<file path="config.mk">
export PLATFORM = sky130hd
export DESIGN_NAME = inst_fetch
export DESIGN_NICKNAME = d
export VERILOG_FILES = /design/src/rtl/inst_fetch.sv
export SDC_FILE = /design/constraint.sdc
export NUM_CORES = 1
export LEC_CHECK = 0
export BUFFER_PORTS_ARGS = -buffer_cell sky130_fd_sc_hd__clkbuf_2
export CAP_MARGIN = 20
export CORE_ASPECT_RATIO = 1.25
export CORE_MARGIN = 2
export CORE_UTILIZATION = 50
export CTS_BUF_LIST = sky130_fd_sc_hd__clkbuf_4 sky130_fd_sc_hd__clkbuf_8 sky130_fd_sc_hd__clkbuf_16
export DETAILED_ROUTE_END_ITERATION = 10
export GPL_TIMING_DRIVEN = 0
export MAX_ROUTING_LAYER = met4
export PLACE_DENSITY = 0.74
export SYNTH_ARGS = -nofsm -noshare
export SYNTH_HDL_FRONTEND = slang
export SYNTH_SLANG_ARGS = --single-unit
</file>
<file path="constraint.sdc">
create_clock -name clk -period 5 [get_ports clk]
set_clock_uncertainty 0.15 [all_clocks]
set_input_delay 0.5 -clock clk [delete_from_list [all_inputs] [get_ports clk]]
set_output_delay 0.5 -clock clk [all_outputs]
set_load 0.01 [all_outputs]
</file>
<file path="src/rtl/inst_fetch.sv">
// rtl/inst_fetch.sv - two-beat 64-bit instruction fetch with one delay slot and 1-entry IF/ID output register
module inst_fetch #(
  parameter logic [31:0] RESET_PC = 32'h0000_0000
) (
  input  logic        clk,
  input  logic        rst,
  input  logic        stall_i,
  input  logic        branch_flag_i,
  input  logic [31:0] target_addr_i,
  output logic        mem_req_o,
  output logic [31:0] mem_addr_o,
  input  logic        mem_ack_i,
  input  logic [31:0] mem_rdata_i,
  output logic        inst_valid_o,
  output logic [31:0] pc_o,
  output logic [63:0] inst_o
);

  typedef enum logic [1:0] {S_HI, S_LO, S_WAIT} state_t;

  state_t      state_q, state_d;
  logic [31:0] fetch_pc_q, fetch_pc_d;
  logic [31:0] hi_buf_q, hi_buf_d;
  logic [31:0] lo_buf_q, lo_buf_d;
  logic [31:0] target_q, target_d;
  logic        redirect_pend_q, redirect_pend_d;
  logic        discard_q, discard_d;
  logic        valid_q, valid_d;
  logic [31:0] pc_q, pc_d;
  logic [63:0] inst_q, inst_d;

  logic        consumed, slot_free, br_acc, case_a, case_b;
  logic        disc, pend, redirect, advance;
  logic [31:0] tgt;

  always_ff @(posedge clk) begin
    if (rst) begin
      state_q         <= S_HI;
      fetch_pc_q      <= RESET_PC;
      hi_buf_q        <= 32'h0;
      lo_buf_q        <= 32'h0;
      target_q        <= 32'h0;
      redirect_pend_q <= 1'b0;
      discard_q       <= 1'b0;
      valid_q         <= 1'b0;
      pc_q            <= 32'h0;
      inst_q          <= 64'h0;
    end else begin
      state_q         <= state_d;
      fetch_pc_q      <= fetch_pc_d;
      hi_buf_q        <= hi_buf_d;
      lo_buf_q        <= lo_buf_d;
      target_q        <= target_d;
      redirect_pend_q <= redirect_pend_d;
      discard_q       <= discard_d;
      valid_q         <= valid_d;
      pc_q            <= pc_d;
      inst_q          <= inst_d;
    end
  end

  always_comb begin
    state_d         = state_q;
    fetch_pc_d      = fetch_pc_q;
    hi_buf_d        = hi_buf_q;
    lo_buf_d        = lo_buf_q;
    target_d        = target_q;
    redirect_pend_d = redirect_pend_q;
    discard_d       = discard_q;
    valid_d         = valid_q;
    pc_d            = pc_q;
    inst_d          = inst_q;
    redirect        = 1'b0;
    advance         = 1'b0;

    consumed  = valid_q && !stall_i;
    slot_free = !valid_q || consumed;
    br_acc    = branch_flag_i && !stall_i;
    case_a    = br_acc && valid_q;
    case_b    = br_acc && !valid_q;
    // A branch accepted this cycle acts immediately, so same-cycle acks see it.
    tgt       = br_acc ? target_addr_i : target_q;
    disc      = discard_q || case_a;
    pend      = redirect_pend_q || case_b;

    if (consumed) valid_d = 1'b0;

    case (state_q)
      S_HI: begin
        if (mem_ack_i) begin
          if (disc) begin
            redirect = 1'b1;
          end else begin
            hi_buf_d = mem_rdata_i;
            state_d  = S_LO;
          end
        end
      end
      S_LO: begin
        if (mem_ack_i) begin
          if (disc) begin
            redirect = 1'b1;
          end else if (slot_free) begin
            advance = 1'b1;
            inst_d  = {hi_buf_q, mem_rdata_i};
          end else begin
            lo_buf_d = mem_rdata_i;
            state_d  = S_WAIT;
          end
        end
      end
      S_WAIT: begin
        if (disc) begin
          redirect = 1'b1;
        end else if (slot_free) begin
          advance = 1'b1;
          inst_d  = {hi_buf_q, lo_buf_q};
        end
      end
      default: state_d = S_HI;
    endcase

    target_d        = tgt;
    discard_d       = disc;
    redirect_pend_d = pend;

    // Wrong-path beat has completed: drop it and restart at the target.
    if (redirect) begin
      fetch_pc_d      = tgt;
      state_d         = S_HI;
      discard_d       = 1'b0;
      redirect_pend_d = 1'b0;
    end

    if (advance) begin
      valid_d         = 1'b1;
      pc_d            = fetch_pc_q;
      fetch_pc_d      = pend ? tgt : fetch_pc_q + 32'd8;
      redirect_pend_d = 1'b0;
      state_d         = S_HI;
    end
  end

  assign mem_req_o    = !rst && (state_q != S_WAIT);
  assign mem_addr_o   = rst ? 32'h0 : ((state_q == S_LO) ? fetch_pc_q + 32'd4 : fetch_pc_q);
  assign inst_valid_o = valid_q;
  assign pc_o         = pc_q;
  assign inst_o       = inst_q;

endmodule

</file>
==> flow_summary_export.csv, run 1 <==
group,metric,value,unit
run_status,status,"finished, final reports clean",
job,max_cap_violations,0,
cts,clk_pin_slew,0.06,ns
sta,slew_headroom,0.3950,
final_layout,area.growth.synth_to_final,21.22,%
final_layout,nNetsFinal,1553,
routing,ant_nets,0,
cts,cts.root.buffer_cell,"sky130_fd_sc_hd__clkbuf_16",
grt,grt_start_max_net_pins,15,
cts,cts.path.max_buffers,3,
grt,globalRoute.totalOverflow,0,
sta,tns,0,ns
worst_setup_path,setup.worst_path.end_class,"output port",
synth,synth-seq-area-share,0.4697,
sta,fin_crit,3.815,ns
worst_setup_path,crit_chain,"ha_1, nand2_1, nor4_4, clkbuf_1, nand4_1, xor2_1, nor2_1, clkbuf_2",
sta,hold_viol,0,
cts,cts.sinks,229,
worst_setup_path,required,4.35,ns
routing,drt-pass1-iter-count,5,
synth,postSynthNetCount,1330,
synth,synth_enable_flop_cells,0,
worst_setup_path,critical_path.startpoint_type,"register",
routing,detail_route.iter0.violations,522,
synth,postSynth.asyncResetShare,0,
routing,drt-total-wl,29320,um
placement,io_buffer_count,197,
power_and_ir_drop,internal_power,3002,uW
synth,yosys.cell_types.count,59,
worst_setup_path,timing.critical_path.slowest_stage_cell,"sky130_fd_sc_hd__nor4_4",
final_layout,antenna_cells_inserted,0,
synth,syn_avg_cell_area,7.776,um^2
sta,worst_hold_slack_across_all_endpoints,0.08040,ns
synth,synth.cell_area,9759,um^2
power_and_ir_drop,ir_drop,0.0002955,V
floorplanning,floorplan.rows,57,
final_layout,highest_count_cells_in_the_layout_ignoring_fill_and_taps,"sky130_fd_sc_hd__nand2_1, sky130_fd_sc_hd__dfxtp_1, sky130_fd_sc_hd__clkbuf_2",
final_layout,mostFrequentLayoutCell,"sky130_fd_sc_hd__nand2_1",
power_and_ir_drop,clock_power_share,0.424,
grt,grt_use_total,0.2886,
worst_hold_path,hold_path_depth,3,
cts,clk_latency,0.51,ns
synth,netlist_instances,1255,
grt,grt_antenna_before_repair,0,
cts,post_cts_buffers,0,
routing,detail_route.wl_per_cell,16.68,um
sta,grt_setup_unrepaired,"false",
worst_hold_path,hold_class,"in -> reg",
grt,grt_first_pass_wirelength,46170,um
worst_setup_path,count_of_buffer_and_inverter_cells_on_the_critical_path,2,
final_layout,layout.core_utilization,0.6121,
power_and_ir_drop,power_density_of_the_placed_cells,338.3,nW/um^2
routing,dr_total_vias,9506,
grt,grt_pass1_vias,9164,
placement,post-place-ws,1.407,ns
sta,setup_viol,0,
worst_setup_path,worstPathArrival,3.16,ns
worst_setup_path,critical_path_class,"reg -> out",
cts,hold_buffers,0,
floorplanning,initial_utilization,0.5050,
sta,layout_worst_path_cycle_share,0.7630,
power_and_ir_drop,power_frac_seq,0.481,
routing,drc_errors,0,
final_layout,layout-drive-gt1-share,0.1782,
floorplanning,die_h,160.2,um
sta,final_critical_path_setup_slack,1.185,ns
placement,dp.final_hpwl,22210,um
worst_setup_path,cp_num_cells,8,
cts,cts_made_buffers,23,
cts,postCtsResizedCells,0,
power_and_ir_drop,p_leak,0.004470,uW
floorplanning,core,19330,um^2
power_and_ir_drop,combPwrFrac,0.095,
cts,cts_tree,"built",
sta,finalMaxSlewViolations,0,
worst_setup_path,worst-r2r-cell-count,10,
power_and_ir_drop,switching_share,0.2499,
sta,fmax,262.1,MHz
worst_setup_path,cpLargestDelayFamily,"simple AND/OR/NAND/NOR gates",
final_layout,filler_instances,1788,
synth,flop_and_latch_count_out_of_synthesis,229,
floorplanning,die_w,129.0,um
power_and_ir_drop,p_sw,1000,uW
sta,transition_time_of_the_tightest_slew_check_pin,0.8992,ns
cts,count_of_h_tree_levels_built_during_cts,1,
floorplanning,io_pins,199,
routing,drt_via_density,5.407,
synth,ys_dominant_reg_cell,"sky130_fd_sc_hd__dfxtp_1",
placement,gpl.final_weighted_congestion,0.9486,
worst_setup_path,cp_slowest_stage_delay,0.56,ns
final_layout,layoutNonFillerInstCount,1758,
worst_setup_path,timing.critical_path.fanout_max,10,
floorplanning,die_area,20660,um^2
synth,yosysWarnings,0,
placement,placed_cells,1718,
[worst paths after layout]
path | from | to | slack (ns)
worst min-delay path | mem_rdata_i[30] | lo_buf_q[30] | 0.08
worst max-delay path | fetch_pc_q[4] | mem_addr_o[15] | 1.19
worst max register to register | state_q[1] | fetch_pc_q[17] | 1.95
worst min register to register | hi_buf_q[5] | inst_o[37] | 0.30
[sequential cells by signal, indices dropped and copies added, names as in the netlist]
register	count
discard_q	1
target_q	32
fetch_pc_q	32
inst_o	64
hi_buf_q	32
state_q	2
lo_buf_q	32
inst_valid_o	1
redirect_pend_q	1
pc_o	32
[power by group through the flow]
stage	Sequential, uW	Combinational, uW	Clock, uW
finish	1930	380	1700
global placement	1960	370	0
global route	1930	420	1790
CTS	1930	379	1720
detailed placement	1970	377	0
floorplan	1970	215	0
[per-layer routing]
layer,vias up,share of wire,track usage
met4,0,0.061,0.1680
met1,4380,0.37,0.2986
met5,-,0,-
met3,99,0.069,0.05595
li1,4686,-,-
met2,341,0.50,0.5031
[layout make-up]
class,count,area (um^2),area share
buffer,108,436.7,0.03691
clock buffer,35,715.7,0.06050
clock inverter,5,32.53,0.002750
inverter,11,41.29,0.003490
multi-input combinational,907,4697,0.3970
sequential,229,4584,0.3875
tap,265,331.6,0.02803
timing repair buffer,198,991.0,0.08377
[cell usage after synthesis, drive strengths merged, types with 3 or more instances]
library cell  count  area (um^2)
o21ai            25        125.1
nand2b            3        18.77
nor2b            10        62.56
a21oi           175        875.8
nand3            28        140.1
buf              25        123.9
a22oi             3        22.52
a221o             4        40.04
xnor2             6        52.55
a21o              4        30.03
mux2i            40        400.4
nor3             16        80.08
clkbuf           83        312.8
o31ai             3        22.52
dfxtp           229         4584
or3               6        37.54
ha                6        75.07
and2              4        25.02
nor2             83        311.6
a32oi             4        35.03
nand3b            3        22.52
xor2             16        140.1
nand4            18        112.6
nand2           360         1351
a211oi           42        315.3
o211ai            5        37.54
nor3b             4        35.03
mux2              3        33.78
inv              11        41.29
nor4              9        77.57
[worst min-delay path: cells and delay by family]
| kind | cells | cell delay, ns |
|---|---|---|
| buf+inv | 1 | 0.10 |
| simple gates | 1 | 0.05 |
| compound gates | 1 | 0.05 |
[cells by family (layout without fill, tap and decap cells)]
kind of cell,Yosys count,in the layout,share of synthesized area
fa+ha+maj,6,6,0.007692
mux,43,43,0.04449
simple gates,554,554,0.2414
flops,229,229,0.4697
compound gates,282,282,0.1679
xor+xnor,22,22,0.01974
buf+inv,119,357,0.04897
[metrics by stage]
stage	total power (uW)	area (um^2)
2_1_floorplan	2186	9759
3_3_place_gp	2333	11080
3_5_place_dp	2343	11080
4_1_cts	4024	11830
5_1_grt	4141	11830
6_report	4002	11830
(Power assumes the default switching activity.)
==> run 2: changes to the inputs <==
--- a/config.mk
+++ b/config.mk
@@ -5,6 +5,7 @@
 export SDC_FILE = /design/constraint.sdc
 export NUM_CORES = 1
 export LEC_CHECK = 0
+export ABC_AREA = 1
 export BUFFER_PORTS_ARGS = -buffer_cell sky130_fd_sc_hd__clkbuf_2
 export CAP_MARGIN = 20
 export CORE_ASPECT_RATIO = 1.25
@@ -14,7 +15,7 @@
 export DETAILED_ROUTE_END_ITERATION = 10
 export GPL_TIMING_DRIVEN = 0
 export MAX_ROUTING_LAYER = met4
-export PLACE_DENSITY = 0.74
+export PLACE_DENSITY = 0.76
 export SYNTH_ARGS = -nofsm -noshare
 export SYNTH_HDL_FRONTEND = slang
 export SYNTH_SLANG_ARGS = --single-unit
==> constraint.sdc (replaced) <==
create_clock -name clk -period 3.45 [get_ports clk]
set_clock_uncertainty 0.15 [all_clocks]
set_input_delay 0.345 -clock clk [delete_from_list [all_inputs] [get_ports clk]]
set_output_delay 0.345 -clock clk [all_outputs]
set_load 0.01 [all_outputs]
==> flow_summary_export.csv, run 2 <==
group,metric,value,unit
run_status,status,"finished, final reports clean",
worst_setup_path,cp_slowest_stage_delay,0.39,ns
synth,netlist_instances,1609,
final_layout,mostFrequentLayoutCell,"sky130_fd_sc_hd__nand2_1",
sta,finalMaxSlewViolations,0,
floorplanning,floorplan.rows,59,
floorplanning,io_pins,199,
synth,postSynth.asyncResetShare,0,
cts,cts.path.max_buffers,3,
job,max_cap_violations,0,
final_layout,area.growth.synth_to_final,25.27,%
floorplanning,die_w,134.0,um
power_and_ir_drop,p_leak,0.006570,uW
worst_setup_path,required,2.95,ns
final_layout,antenna_cells_inserted,0,
sta,transition_time_of_the_tightest_slew_check_pin,0.8310,ns
grt,grt_start_max_net_pins,15,
routing,drc_errors,0,
cts,count_of_h_tree_levels_built_during_cts,1,
cts,clk_latency,0.52,ns
sta,grt_setup_unrepaired,"false",
synth,ys_dominant_reg_cell,"sky130_fd_sc_hd__dfxtp_1",
floorplanning,die_h,166.5,um
synth,area_contributors_post_synth,"sky130_fd_sc_hd__dfxtp_1, sky130_fd_sc_hd__nand2_1, sky130_fd_sc_hd__nor2_1",
final_layout,nNetsFinal,1955,
grt,grt_pass1_vias,10290,
floorplanning,die_area,22320,um^2
worst_setup_path,critical_path_class,"reg -> out",
sta,slew_headroom,0.4439,
synth,yosysWarnings,0,
synth,synth_enable_flop_cells,0,
grt,grt_first_pass_wirelength,53130,um
cts,cts.sinks,229,
synth,synth_top_cell_area_share,0.4339,
placement,dp.final_hpwl,25400,um
worst_setup_path,path_common_cell,"sky130_fd_sc_hd__nand2_1",
grt,globalRoute.totalOverflow,0,
worst_setup_path,worstPathArrival,2.74,ns
sta,fin_crit,3.230,ns
synth,postSynthNetCount,1684,
worst_setup_path,timing.critical_path.fanout_max,9,
worst_setup_path,timing.critical_path.slowest_stage_cell,"sky130_fd_sc_hd__dfxtp_1",
worst_setup_path,timing.rr.start,"state_q[0]",
synth,synth_common_cells,"sky130_fd_sc_hd__nand2_1, sky130_fd_sc_hd__nor2_1, sky130_fd_sc_hd__dfxtp_1",
sta,setup_viol,0,
final_layout,largest_register_ffs,64,
grt,grt_use_total,0.3049,
final_layout,regArea,4584,um^2
power_and_ir_drop,power_density_of_the_placed_cells,719.9,nW/um^2
worst_setup_path,critical_path.startpoint_type,"register",
placement,placed_cells,2080,
routing,detail_route.wl_per_cell,15.70,um
cts,cts_tree,"built",
floorplanning,core,20740,um^2
worst_setup_path,setup.worst_path.end_class,"output port",
synth,synth.cell_area,10570,um^2
synth,synth_most_common_cell,"sky130_fd_sc_hd__nand2_1",
synth,yosys.cell_types.count,37,
routing,drt-total-wl,34070,um
sta,layout_worst_path_cycle_share,0.9363,
placement,gpl.final_weighted_congestion,1.002,
final_layout,layout-drive-gt1-share,0.1639,
routing,detail_route.iter0.violations,660,
cts,cts.root.buffer_cell,"sky130_fd_sc_hd__clkbuf_16",
grt,grt_antenna_before_repair,0,
final_layout,layoutNonFillerInstCount,2171,
final_layout,highest_count_cells_in_the_layout_ignoring_fill_and_taps,"sky130_fd_sc_hd__nand2_1, sky130_fd_sc_hd__nor2_1, sky130_fd_sc_hd__dfxtp_1",
floorplanning,initial_utilization,0.5093,
sta,hold_viol,0,
routing,drt-pass1-iter-count,5,
routing,ant_nets,0,
synth,syn_avg_cell_area,6.566,um^2
final_layout,filler_instances,1931,
synth,synth.largest_area_cell,"sky130_fd_sc_hd__dfxtp_1",
routing,dr_total_vias,10930,
worst_setup_path,crit_chain,"ha_1, buf_4, nand2_1, inv_1, nand2_1, nor2_4, nand2_1, nor2_1, o21ai_0, a21oi_1, clkbuf_2",
worst_hold_path,hold_class,"in -> reg",
sta,tns,0,ns
routing,drt_via_density,5.033,
placement,io_buffer_count,197,
cts,cts_made_buffers,24,
sta,fmax,309.6,MHz
final_layout,multi_input_gate_area,4937,um^2
power_and_ir_drop,ir_drop,0.0003997,V
cts,clk_pin_slew,0.06,ns
worst_hold_path,hp-start,"target_addr_i[19]",
synth,flop_and_latch_count_out_of_synthesis,229,
worst_setup_path,startpoint,"state_q[0]",
synth,synth-seq-area-share,0.4339,
[run 2: area by class of cell]
cell class | count | share of cell area
plain buffers | 82 | 0.02921
repair buffers | 245 | 0.1108
inverters | 177 | 0.05020
well taps | 274 | 0.02590
multi-input cells | 1121 | 0.3730
clock buffers | 34 | 0.05663
flip-flops and latches | 229 | 0.3464
clock inverters | 9 | 0.007847
[run 2: logic make-up (layout without fill, tap and decap cells)]
logic type,Yosys count,count (layout),synth area share
simple gates,848,848,0.3227
buf+inv,259,547,0.09948
compound gates,248,248,0.1203
fa+ha+maj,6,6,0.007105
xor+xnor,13,13,0.01078
mux,6,6,0.005685
flops,229,229,0.4339
[run 2: metrics by stage]
step,hold slack (ns),cell area (um^2),util,total power [uW],worst slack (ns)
3_5_place_dp,0.2872,11890,0.5734,6734,0.7066
6_report,0.01993,13240,0.6380,9528,0.2199
5_1_grt,0.02640,13240,0.6380,10140,0.01087
3_3_place_gp,0.2837,11890,0.5734,6664,0.6679
4_1_cts,0.005820,13230,0.6377,9536,0.1680
2_1_floorplan,0.2740,10570,-,5636,1.359
[run 2: power by group]
part | switching [uW] | total (uW) | internal, uW
registers | 351 | 3610 | 3260
logic | 2050 | 3160 | 1110
clock network | 1100 | 2750 | 1660
[run 2: path summary, 6_finish.rpt]
| kind | to | slack, ns | depth (start not counted) |
|---|---|---|---|
| worst min register to register | hi_buf_q[10] | 0.30 | 2 |
| worst max register to register | fetch_pc_q[19] | 1.08 | 11 |
| worst max-delay path | mem_addr_o[14] | 0.22 | 11 |
| worst min-delay path | target_q[19] | 0.02 | 3 |
[run 2: critical path: cells and delay by family (launching register included)]
kind	cells	cell delay (ns)
buffers and inverters	3	0.42
AOI/OAI and AO/OA	2	0.34
and+or+nand+nor	5	0.90
DFF	1	0.39
adders and majority gates	1	0.16
[run 2: repair_timing]
| item | in CTS | in global routing |
|---|---|---|
| hold buffers | 48 | 0 |
| hold endpoints to repair | 53 | 0 |
| buffers inserted | 0 | 0 |
| endpoints found under the setup margin | 0 | 2 |
| gates resized for setup | 0 | 2 |
[run 2: metal layers]
layer / track usage / wire, um
met3: 0.03470 / 1759
met1: 0.3570 / 14010
met4: 0.1268 / 1457
met5: - / 0
met2: 0.5289 / 16850
